--- src/rtl/render_pkg.sv ---
// Shared rendering types and screen limits.
// Used by the frame sequencer and the draw datapath.
package render_pkg;

  localparam int COORD_W  = 10;
  localparam int SCREEN_W = 640;
  localparam int SCREEN_H = 480;

  // [0]=x, [1]=y
  typedef logic [1:0][COORD_W-1:0] vertex_t;
  // [0]=V1, [1]=V2, [2]=V3
  typedef vertex_t [2:0] tri_t;

endpackage

--- src/rtl/triangle_scheduler.sv ---
// Frame sequencer: walks the triangle table and hands each
// on-screen triangle to draw_triangle, then pulses frame_done.
// Ports: Clk/Reset (async, active high); frame_start/tri_count
// request a frame; tri_addr/tri_rden/tri_data read the table
// (1-cycle latency); V1..V3 + draw_triangle_start/done form the
// draw handshake; busy, frame_done, tri_skipped report status.
module triangle_scheduler #(
  parameter int IDX_W   = 8,
  parameter int COORD_W = 10
) (
  input  logic                          Clk,
  input  logic                          Reset,
  input  logic                          frame_start,
  input  logic [IDX_W:0]                tri_count,
  output logic [IDX_W-1:0]              tri_addr,
  output logic                          tri_rden,
  input  logic [6*COORD_W-1:0]          tri_data,
  output logic [1:0][COORD_W-1:0]       V1,
  output logic [1:0][COORD_W-1:0]       V2,
  output logic [1:0][COORD_W-1:0]       V3,
  output logic                          draw_triangle_start,
  input  logic                          draw_triangle_done,
  output logic                          busy,
  output logic                          frame_done,
  output logic [IDX_W:0]                tri_skipped
);

  import render_pkg::*;

  typedef enum logic [2:0] {
    IDLE,
    FETCH,
    LATCH,
    DRAW,
    RELEASE,
    NEXT,
    FINISH
  } state_t;

  localparam logic [COORD_W-1:0] X_LIM = COORD_W'(SCREEN_W);
  localparam logic [COORD_W-1:0] Y_LIM = COORD_W'(SCREEN_H);

  state_t state;

  logic [IDX_W:0] idx;
  logic [IDX_W:0] count;
  logic [IDX_W:0] idx_nxt;
  logic [IDX_W:0] last_idx;

  logic [2:0][1:0][COORD_W-1:0] raw;
  logic clip;

  assign raw      = tri_data;
  assign idx_nxt  = idx + 1'b1;
  assign last_idx = count - 1'b1;

  // Clip on the raw table word so the decision is made in LATCH.
  always_comb begin
    clip = 1'b0;
    for (int i = 0; i < 3; i++) begin
      if (raw[i][0] >= X_LIM || raw[i][1] >= Y_LIM)
        clip = 1'b1;
    end
  end

  // Outputs are registered: each transition also sets the
  // outputs that belong to the state being entered.
  always_ff @(posedge Clk or posedge Reset) begin
    if (Reset) begin
      state               <= IDLE;
      idx                 <= '0;
      count               <= '0;
      tri_addr            <= '0;
      tri_rden            <= 1'b0;
      V1                  <= '0;
      V2                  <= '0;
      V3                  <= '0;
      draw_triangle_start <= 1'b0;
      busy                <= 1'b0;
      frame_done          <= 1'b0;
      tri_skipped         <= '0;
    end else begin
      unique case (state)
        IDLE: begin
          if (frame_start) begin
            count       <= tri_count;
            idx         <= '0;
            tri_skipped <= '0;
            busy        <= 1'b1;
            if (tri_count == '0) begin
              frame_done <= 1'b1;
              state      <= FINISH;
            end else begin
              tri_rden <= 1'b1;
              tri_addr <= '0;
              state    <= FETCH;
            end
          end
        end
        FETCH: begin
          tri_rden <= 1'b0;
          state    <= LATCH;
        end
        LATCH: begin
          V1 <= raw[0];
          V2 <= raw[1];
          V3 <= raw[2];
          if (clip) begin
            tri_skipped <= tri_skipped + 1'b1;
            state       <= NEXT;
          end else begin
            draw_triangle_start <= 1'b1;
            state               <= DRAW;
          end
        end
        DRAW: begin
          if (draw_triangle_done) begin
            draw_triangle_start <= 1'b0;
            state               <= RELEASE;
          end
        end
        RELEASE: begin
          // A lingering done must fall before we move on.
          if (!draw_triangle_done)
            state <= NEXT;
        end
        NEXT: begin
          if (idx == last_idx) begin
            frame_done <= 1'b1;
            state      <= FINISH;
          end else begin
            idx      <= idx_nxt;
            tri_addr <= idx_nxt[IDX_W-1:0];
            tri_rden <= 1'b1;
            state    <= FETCH;
          end
        end
        FINISH: begin
          frame_done <= 1'b0;
          busy       <= 1'b0;
          state      <= IDLE;
        end
        default: state <= IDLE;
      endcase
    end
  end

endmodule

--- config.mk ---
export PLATFORM = sky130hd
export DESIGN_NAME = triangle_scheduler
export DESIGN_NICKNAME = d
export VERILOG_FILES = /design/src/rtl/render_pkg.sv /design/src/rtl/triangle_scheduler.sv
export SDC_FILE = /design/constraint.sdc
export NUM_CORES = 1
export LEC_CHECK = 0
export ABC_AREA = 1
export CAP_MARGIN = 30
export CORE_MARGIN = 5
export CORE_UTILIZATION = 50
export DETAILED_ROUTE_END_ITERATION = 12
export PLACE_DENSITY_LB_ADDON = 0.25
export SLEW_MARGIN = 20
export SYNTH_ARGS = -nofsm -noshare
export SYNTH_HDL_FRONTEND = slang
export SYNTH_SLANG_ARGS = --single-unit
export TNS_END_PERCENT = 1
--- constraint.sdc ---
create_clock -name Clk -period 9 [get_ports Clk]
set_input_delay 2.7 -clock Clk [delete_from_list [all_inputs] [get_ports Clk]]
set_output_delay 2.7 -clock Clk [all_outputs]
set_load 0.005 [all_outputs]
### Word level (Yosys, flattened, before mapping)

Cells that the tools add are included.

* flip-flop bits (word level): 102
* output and inout bits: 81

* $add $sub $neg: 3
* magnitude comparators: 6
* equality and inequality tests: 16
* multiplexer cells: 32
* reduce and logical (&&, ||, !) cells: 20

Operators by type and width (number)
* $pmux W9 S2: 2
* $ge A10 B10 Y1 const B: 3
* $ge A10 B9 Y1 const B: 3
* $mux W9: 3
* $mux W8: 3
* $add A9 B1 Y9 const B: 2
* $mux W3: 6
* $ne A2 B2 Y1 const B: 9
* $pmux W3 S6: 1
* $pmux W8 S2: 1
* $mux W1: 12
* $reduce_and A3 Y1: 4
* $reduce_and A4 Y1: 3
* $eq A3 B3 Y1 const B: 3
* $eq A9 B9 Y1: 1
* $logic_not A9 Y1: 1
* $sub A9 B1 Y9 const B: 1
* $reduce_bool A2 Y1: 4
* $eq A3 B2 Y1 const B: 2
* $pmux W1 S3: 2
* $reduce_bool A3 Y1: 2
* $pmux W1 S2: 2
* $reduce_and A2 Y1: 2
* $eq A3 B1 Y1 const B: 1
* 2 further kinds: 4

### Depth between registers and ports, before layout

Gate-level depths: netlist of run 1.

* depth in word-level cells: 7
* gate-level depth with buffers: 14

### Least setup slack after synthesis of run 1

Ideal clock, no wire load.

* path kind: input -> register
* start point: input port tri_data[27]
* end point: register tri_skipped[2]
* arrival: 3575 ps
* required time: 8878 ps
* setup slack: 5303 ps
* stages: 9
* buffers on the path: 1
* cells stage by stage: inv_1 -> a21oi_1 -> nor3_1 -> nand3_1 -> nand2_1 -> buf_2 -> o21ai_0 -> nand2_1 -> nor2_1

* longest elaborated chain between the ends: 6

RTL lines
* from (decl): line triangle_scheduler.sv:17 `input logic [6*COORD_W-1:0] tri_data,`
* $ge A10 B10 Y1: line triangle_scheduler.sv:61 `if (raw[i][0] >= X_LIM || raw[i][1] >= Y_LIM)`
* $logic_or A1 B1 Y1: line triangle_scheduler.sv:61
* $mux W1 (2 in series): line triangle_scheduler.sv:61
* $ne A2 B2 Y1 (no line)
* $reduce_and A3 Y1 (no line)
* to (signal assigned): line triangle_scheduler.sv:109 `tri_skipped <= tri_skipped + 1'b1;`
* to (decl): line triangle_scheduler.sv:25 `output logic [IDX_W:0] tri_skipped`

Every way passes these cells.
A chain may end at the register's enable or synchronous reset.

### Final worst setup path of run 1

* start point: input port tri_data[36]
* end point: register tri_skipped[3]

* longest elaborated chain between the ends: 6

RTL lines (line)
* $ge A10 B9 Y1: triangle_scheduler.sv:61
* $logic_or A1 B1 Y1: triangle_scheduler.sv:61
* $mux W1 (2 in series): triangle_scheduler.sv:61
* $ne A2 B2 Y1 (no line)
* $reduce_and A3 Y1 (no line)

Every way passes these cells.

==> results summary, run 1 <==
The run finished with clean final reports. The maximum VDD drop came out at 166.7 µV. In this run the count of I/O pins placed on the die edge is roughly 150. The highest achievable clock rate came out at about 0.23 GHz. The insertion delay to the later sink of the worst-skew pair came out at 370 ps.

The leakage power came out at roughly 3.3 nW. The total number of clock tree sinks came out at a little over 100. The worst hold path cell count came out at 2.

Setup repair after global routing left no endpoint under its margin. The number of global-route vias before repair is roughly 4600. In the finished design, the share of the clock period the worst path needs comes to 0.4738.

The kind of cell with the highest combined delay along the critical path is simple AND/OR/NAND/NOR gates. The global placement routability congestion is around 0.93. The most numerous cell type found on the critical path is nand2_1. The mapped cell area is between 0.004 and 0.005 mm².

Of all nets on the critical path, the largest fanout is 11. The category of the worst setup path launch point is a primary input. For this run, the post-layout net count is around 830. The die outline area is 0.01158 mm². For this run the aggregate overflow at the end of global routing stands at 0. The count of warnings emitted by yosys came out at 0. The register-to-register path setup slack is between 6000 and 7000 ps.

The via density per instance came out at 5.022. The setup slack after placement came out at 4387 ps. TritonCTS built the clock tree. The number of I/O port buffers came out at approximately 150. In the final layout, the share of cells above drive strength 1 is 0.04993. By area the synthesized netlist is led by dfrtp_1 54%, nand2_1 21%, inv_1 4.8%. The startpoint identified for the worst hold timing path is busy. The largest area contributor in the netlist is dfrtp_1.

In this run the critical register-to-register path is launched from state[2]. The number of DRC markers in iteration 0 is roughly 160. By startpoint and endpoint, the worst setup path is classified as primary input to register.

The number of placement rows is 35. The utilization after layout is 0.7152. The number of buffers created by CTS is 9. After detailed routing, the average wire length per cell comes to 14.75 µm. The area growth from synthesis to layout is 39.44%.

The buffer and inverter count on the worst path is 2. The total of hold buffers inserted after clock tree synthesis is 0. The time the final worst path needs with I/O delays and setup is ~4300 ps.

Of the total power, registers draw 0.393. The relative slew slack came out at 0.4825. The commonest cells after synthesis are 270 x nand2_1, 102 x dfrtp_1, 61 x inv_1, 44 x nor2_1, 26 x o21ai_0. The clock network fraction of design power is 0.171.

The number of enable-type register cells in the synthesized netlist is 0. The sequential cells in the finished layout cover a total of approximately 0.0026 mm². The quantity of gates resized following cts came out at 0.

The number of distinct standard cells referenced by the synthesized netlist came out at 27. The total core area came out at 0.009284 mm². The depth of the worst register-to-register path is 10. CTS placed an instance of clkbuf_8 at the clock tree root. The fraction of power spent switching nets is 0.3638.

The net switching power is between 0.6 and 0.7 mW. The average cell area after synthesis came out at 7.832 µm². The power per cell area came out at 287.0 mW/mm². The initial utilization of the core area, before any placement, comes to 0.5129. The internal power contribution is 1.212 mW.

The total negative slack is 0 ps. The global-route wire length before repair came out at 22050 µm. The critical path required time is 9300 ps. The final-layout fill cell count is 734. The count of buffers added by post-CTS timing repair for setup came out at 0. The level count of the clock H-tree came out at 3.

Data arrives at the worst endpoint at ~4600 ps. After technology mapping, the gate count stands at between 600 and 700. For this run, the leading register cell type out of synthesis is dfrtp_1.

Summing over every cut layer, the via total after detailed routing is roughly 4500. Summed over all nets, the half-perimeter wirelength after detailed placement is about 10000 µm. The highest cell delay on the worst timing path came out at about 440 ps. The highest-delay cell along the critical path is clkdlybuf4s50_1.

The clock transition time at the flip-flop clock pins of the worst setup and hold paths is 90 ps. The synthesized design contains 102 register bits. Summing all multi-input logic gate instances after layout gives 0.001903 mm². The worst reg2reg path endpoint is tri_skipped[3]. The path with the worst hold slack has its endpoint at busy.

The first detailed-routing pass took 5 iterations. In the global route stage, overall resource usage came out at 0.2408. The width of the chip is 107.6 µm.

For the pin with the worst max-slew slack, the measured transition is 774.4 ps. For this run, the register share of the synthesized area comes to 0.5360. The number of antenna violations at the first check in global routing came out at 0. Of the post-synthesis cell area, the dominant cell type holds 0.5360. The height of the chip came out at between 100 and 150 µm.

The number of diodes came out at 0. The share of flip-flops with an asynchronous set or reset is 1.000. The worst setup slack after layout came out at approximately 4700 ps. The DRC violation count after routing is 0. In this run the worst hold path is classified as register to register.

No sink is reached through more buffers than the 2 on the longest clock path. The total design power came out at between 1.5 and 2 mW. When the netlist entered floorplanning its net count stood at approximately 680. For this block, the routed nets add up to around 13000 µm of wire. The final setup skew came out at about 13 ps. The final number of setup-violating endpoints came out at 0. The number of max-capacitance violations reported is 0. nand2_1 is the most common cell in the netlist. Entering global routing, the biggest net connects between 50 and 60 pins. The number of max-slew violations in the final report is 0. STA classifies the critical path endpoint as a register. The signal on the critical path passes through clkdlybuf4s50_1, nand4_1, nand2_1, nor3_1, nand3_1, nand2_1, inv_1, nand2_1, o21ai_0, nor2_1.

The number of nets with antenna violations after detailed routing came out at 0. The relative contribution of combinational cells to total power is 0.437. The hold violation total from the final report is 0.
==> registers in the layout, indices dropped and copies added (netlist names) <==
signal               count
count                    9
tri_rden                 1
V3                      20
draw_triangle_start      1
busy                     1
tri_skipped              9
state                    3
V1                      20
tri_addr                 8
idx                      9
frame_done               1
V2                      20
==> placed cells by master, fill, tap and decap left out, types with 2 or more instances in the layout <==
cell and n:
nor2_1 43, nand2_2 2, nand4_1 8, bufinv_16 2, buf_4 2, nand3_2 2
nand3_1 16, a21oi_1 17, nor3_1 10, o21ai_0 26, xnor2_1 3, inv_2 2
dfrtp_1 102, inv_1 59, o21ai_2 7, nor4_1 2, clkbuf_8 10, nand2_1 270
xor2_1 4, nand2_4 4, clkdlybuf4s50_1 153, o31ai_1 4, ha_1 3
==> power groups by stage <==
stage               Combinational (mW)  Sequential [mW]  Clock (mW)
CTS                              0.843            0.748       0.333
detailed placement               0.839            0.752           0
global placement                 0.807            0.741           0
floorplan                        0.386            0.747           0
finish                           0.832            0.748       0.326
global route                     0.932            0.771       0.351
==> logic make-up after synthesis <==
logic type               Yosys count  synth area share
adder cells (fa/ha/maj)            3          0.007883
AO/OA/AOI/OAI                     56           0.07015
XOR/XNOR                           7           0.01287
AND/OR/NAND/NOR                  360            0.3071
flip-flops                       102            0.5360
buffers and inverters             80           0.06595
==> worst max path at each step <==
stage / slack (ps) / startpoint / end / cells past startpoint
6_report: 4740 / tri_data[36] / tri_skipped[3] / 10
5_1_grt: 4460 / tri_data[36] / tri_skipped[3] / 10
2_1_floorplan: 3620 / Reset / V1[0] / 1
3_5_place_dp: 4390 / tri_data[8] / tri_skipped[3] / 10
4_1_cts: 4770 / tri_data[36] / tri_skipped[3] / 10
3_3_place_gp: 4490 / tri_data[8] / tri_skipped[3] / 10
==> routing by layer <==
layer,vias up,global-route usage,routed length [µm]
met5,-,0,0
met3,29,0.1032,1296
met1,2087,0.2751,4949
met2,178,0.3988,6458
met4,0,0.09378,423
li1,2176,-,-
==> metrics by stage <==
stage / hold slack, ps / area, µm² / std cells
finish: 478.0 / 6640 / 890
global route: 506.7 / 6640 / 890
CTS: 481.2 / 6640 / 890
detailed placement: 458.3 / 6419 / 875
global placement: 453.5 / 6399 / 874
floorplan: 464.1 / 4762 / 608
==> area by class of cell <==
type,instances,area share
inverter,62,0.03542
clock inverter,4,0.01206
tap,129,0.02431
timing repair buffer,156,0.2359
multi-input combinational,426,0.2866
sequential,102,0.3844
clock buffer,11,0.02129
==> tightest hold or removal path, cell delays in order (launching register included) <==
cell and delay (ps):
dfrtp_1 350, nand2_1 50, nand2_1 50
No activity file was read; power rests on OpenSTA's default activity.
==> run 2, diff against run 1 <==
Settings changed: CORE_UTILIZATION 50 to 46.
Clock period 9 ns to 4 ns, I/O delays scaled along.
==> results summary, run 2 (same netlist as run 1, synthesis figures left out) <==
Traced cell by cell, the critical path runs through clkdlybuf4s50_1, nand4_1, nand2_1, nor3_1, nand3_1, nand2_1, inv_1, nand2_1, nand2_1, inv_1, nor2_1. The most numerous cell on the critical path is nand2_1. The clock tree from TritonCTS is yes. The highest achievable clock rate came out at 0.3736 GHz.

The die outline area is 0.01249 mm². The hold violation total from the final report is 0. The number of diodes is 0. STA classifies the critical path startpoint as a primary input. The post-route cell area came out at between 0.006 and 0.007 mm². The fraction of final layout cells with drive strength greater than 1 came out at 0.05242. The power per cell area came out at approximately 630 mW/mm².

The total negative slack is 0 ps. The number of nets with antenna violations after detailed routing is 0. Setup repair after global routing left no endpoint under its margin. Summed over all cells, the static leakage comes to between 3 and 4 nW.

In this run the cell area measured after placement is 0.006435 mm². In the finished design, the share of the clock period the worst path needs comes to 0.6691. The initial utilization of the core area, before any placement, comes to 0.4655. The number of I/O port buffers is between 150 and 200. The data arrival time at the worst-slack endpoint is 2970 ps. The placed wire-length estimate came out at around 9600 µm.

The largest driver fanout on the critical path came out at 11. The number of antenna violations at the first check in global routing came out at 0. The first TritonRoute pass finished after 4 iterations. The I/O pin count came out at approximately 150. Measured against its own limit, the worst slew margin works out to 0.4789. The root buffer cell chosen for the clock tree is clkbuf_8. The hold slack is 476.7 ps. The worst-case IR drop observed on VDD is approximately 420 µV. The slew at the pin closest to its max-slew limit is 780.5 ps. The highest cell delay on the worst timing path is around 430 ps. The number of placement rows came out at 37. The level count of the clock H-tree is 3.

The count of buffers added by post-CTS timing repair for setup came out at 0. The number of max-slew violations in the final report is 0. The routed design has 12830 µm of wire. The height of the chip is 111.7 µm. The first global-routing pass estimated 21040 µm of wire. The final number of setup-violating endpoints came out at 0.

Leaving out fill and tap cells, the most frequent cells in the layout are 270 x nand2_1, 153 x clkdlybuf4s50_1, 102 x dfrtp_1. The total core area is around 0.010 mm². The time the final worst path needs with I/O delays and setup is about 2700 ps. The clock transition time at the flip-flop clock pins of the worst setup and hold paths came out at around 100 ps.

The number of buffers created by CTS came out at 9. The path class of the tightest hold or removal check is register to register. The via density per instance came out at slightly below 5. The clock net in this run drives a total of a little over 100 sinks.

The number of max-capacitance violations reported is 0. Entering global routing, the biggest net connects 58 pins. At the end of routability-driven placement, the weighted congestion stood at between 0.8 and 0.9.

The total of hold buffers inserted after clock tree synthesis came out at 0. The DRC violation count after routing is 0. The final setup skew is about 10 ps. The number of global-route vias before repair is 4345.

The critical path endpoint category is a register. The routed layout has ~4400 vias. The number of DRC markers in iteration 0 came out at 217. The total overflow left after global routing is 0.

The critical path start-end classification is primary input to register. The largest registers in the layout are V1 x20, V2 x20, V3 x20. The final-layout fill cell count is 875. The run finished with clean final reports. In this run the horizontal extent of the chip is between 100 and 150 µm. The area growth from synthesis to layout is 38.99%. In this run the deepest clock path goes through 2 buffers. Leaving out fill and tap cells, the most frequent cell in the layout is nand2_1. Among all stages on the critical path, the largest delay is contributed by clkdlybuf4s50_1.

For this run, the post-layout net count is around 830. The combined global-route utilization of all metal layers came out at 0.2102. The critical path required time is around 4300 ps.

The insertion delay to the later sink of the worst-skew pair came out at about 400 ps. The quantity of gates resized following cts is 0. The detail-routed net length per standard cell is 14.27 µm.

Total power for the finished layout comes to around 4.2 mW.
run 2: where the power goes:
part | switching [mW] | internal, mW
Sequential | 0.261 | 1.42
Clock | 0.392 | 0.236
Combinational | 0.915 | 0.931
Total | 1.57 | 2.59
run 2: cell type report:
| class | instances | area (µm²) | area share |
|---|---|---|---|
| clock buffers | 10 | 127.6 | 0.01928 |
| clock inverters | 6 | 56.30 | 0.008507 |
| inverters | 62 | 235.2 | 0.03554 |
| multi-input cells | 426 | 1903 | 0.2875 |
| flip-flops and latches | 102 | 2552 | 0.3856 |
| well taps | 136 | 170.2 | 0.02571 |
| repair buffers | 157 | 1574 | 0.2378 |
run 2: path summary, 6_finish.rpt:
check	start	end	slack, ps	cells past startpoint
min reg2reg	V3[4]	V3[4]	480	2
max reg2reg	count[0]	tri_addr[3]	1910	13
max	tri_data[37]	tri_skipped[3]	1320	11
min	V3[4]	V3[4]	480	2
max in group asynchronous	Reset	tri_addr[1]	1990	3
min in group asynchronous	Reset	V1[4]	1260	2
run 2: per-stage QoR:
step,util,instances,setup slack [ps]
final,0.6469,899,1323
after global routing,0.6469,899,1073
after CTS,0.6469,899,1330
after detailed placement,0.6290,883,898.7
after global placement,0.6290,883,953.4
after floorplan,-,608,124.5
run 2: critical path, delay by kind of cell:
kind | cells | cell delay [ps]
buf+inv | 3 | 650
simple gates | 8 | 1120
run 2: routing by layer:
metal,global-route usage,routed length (µm),vias to the layer above
met5,0,0,-
met2,0.3345,6017,141
met3,0.1060,1249,17
met1,0.2485,5338,2023
li1,-,-,2174
met4,0.06894,228,0
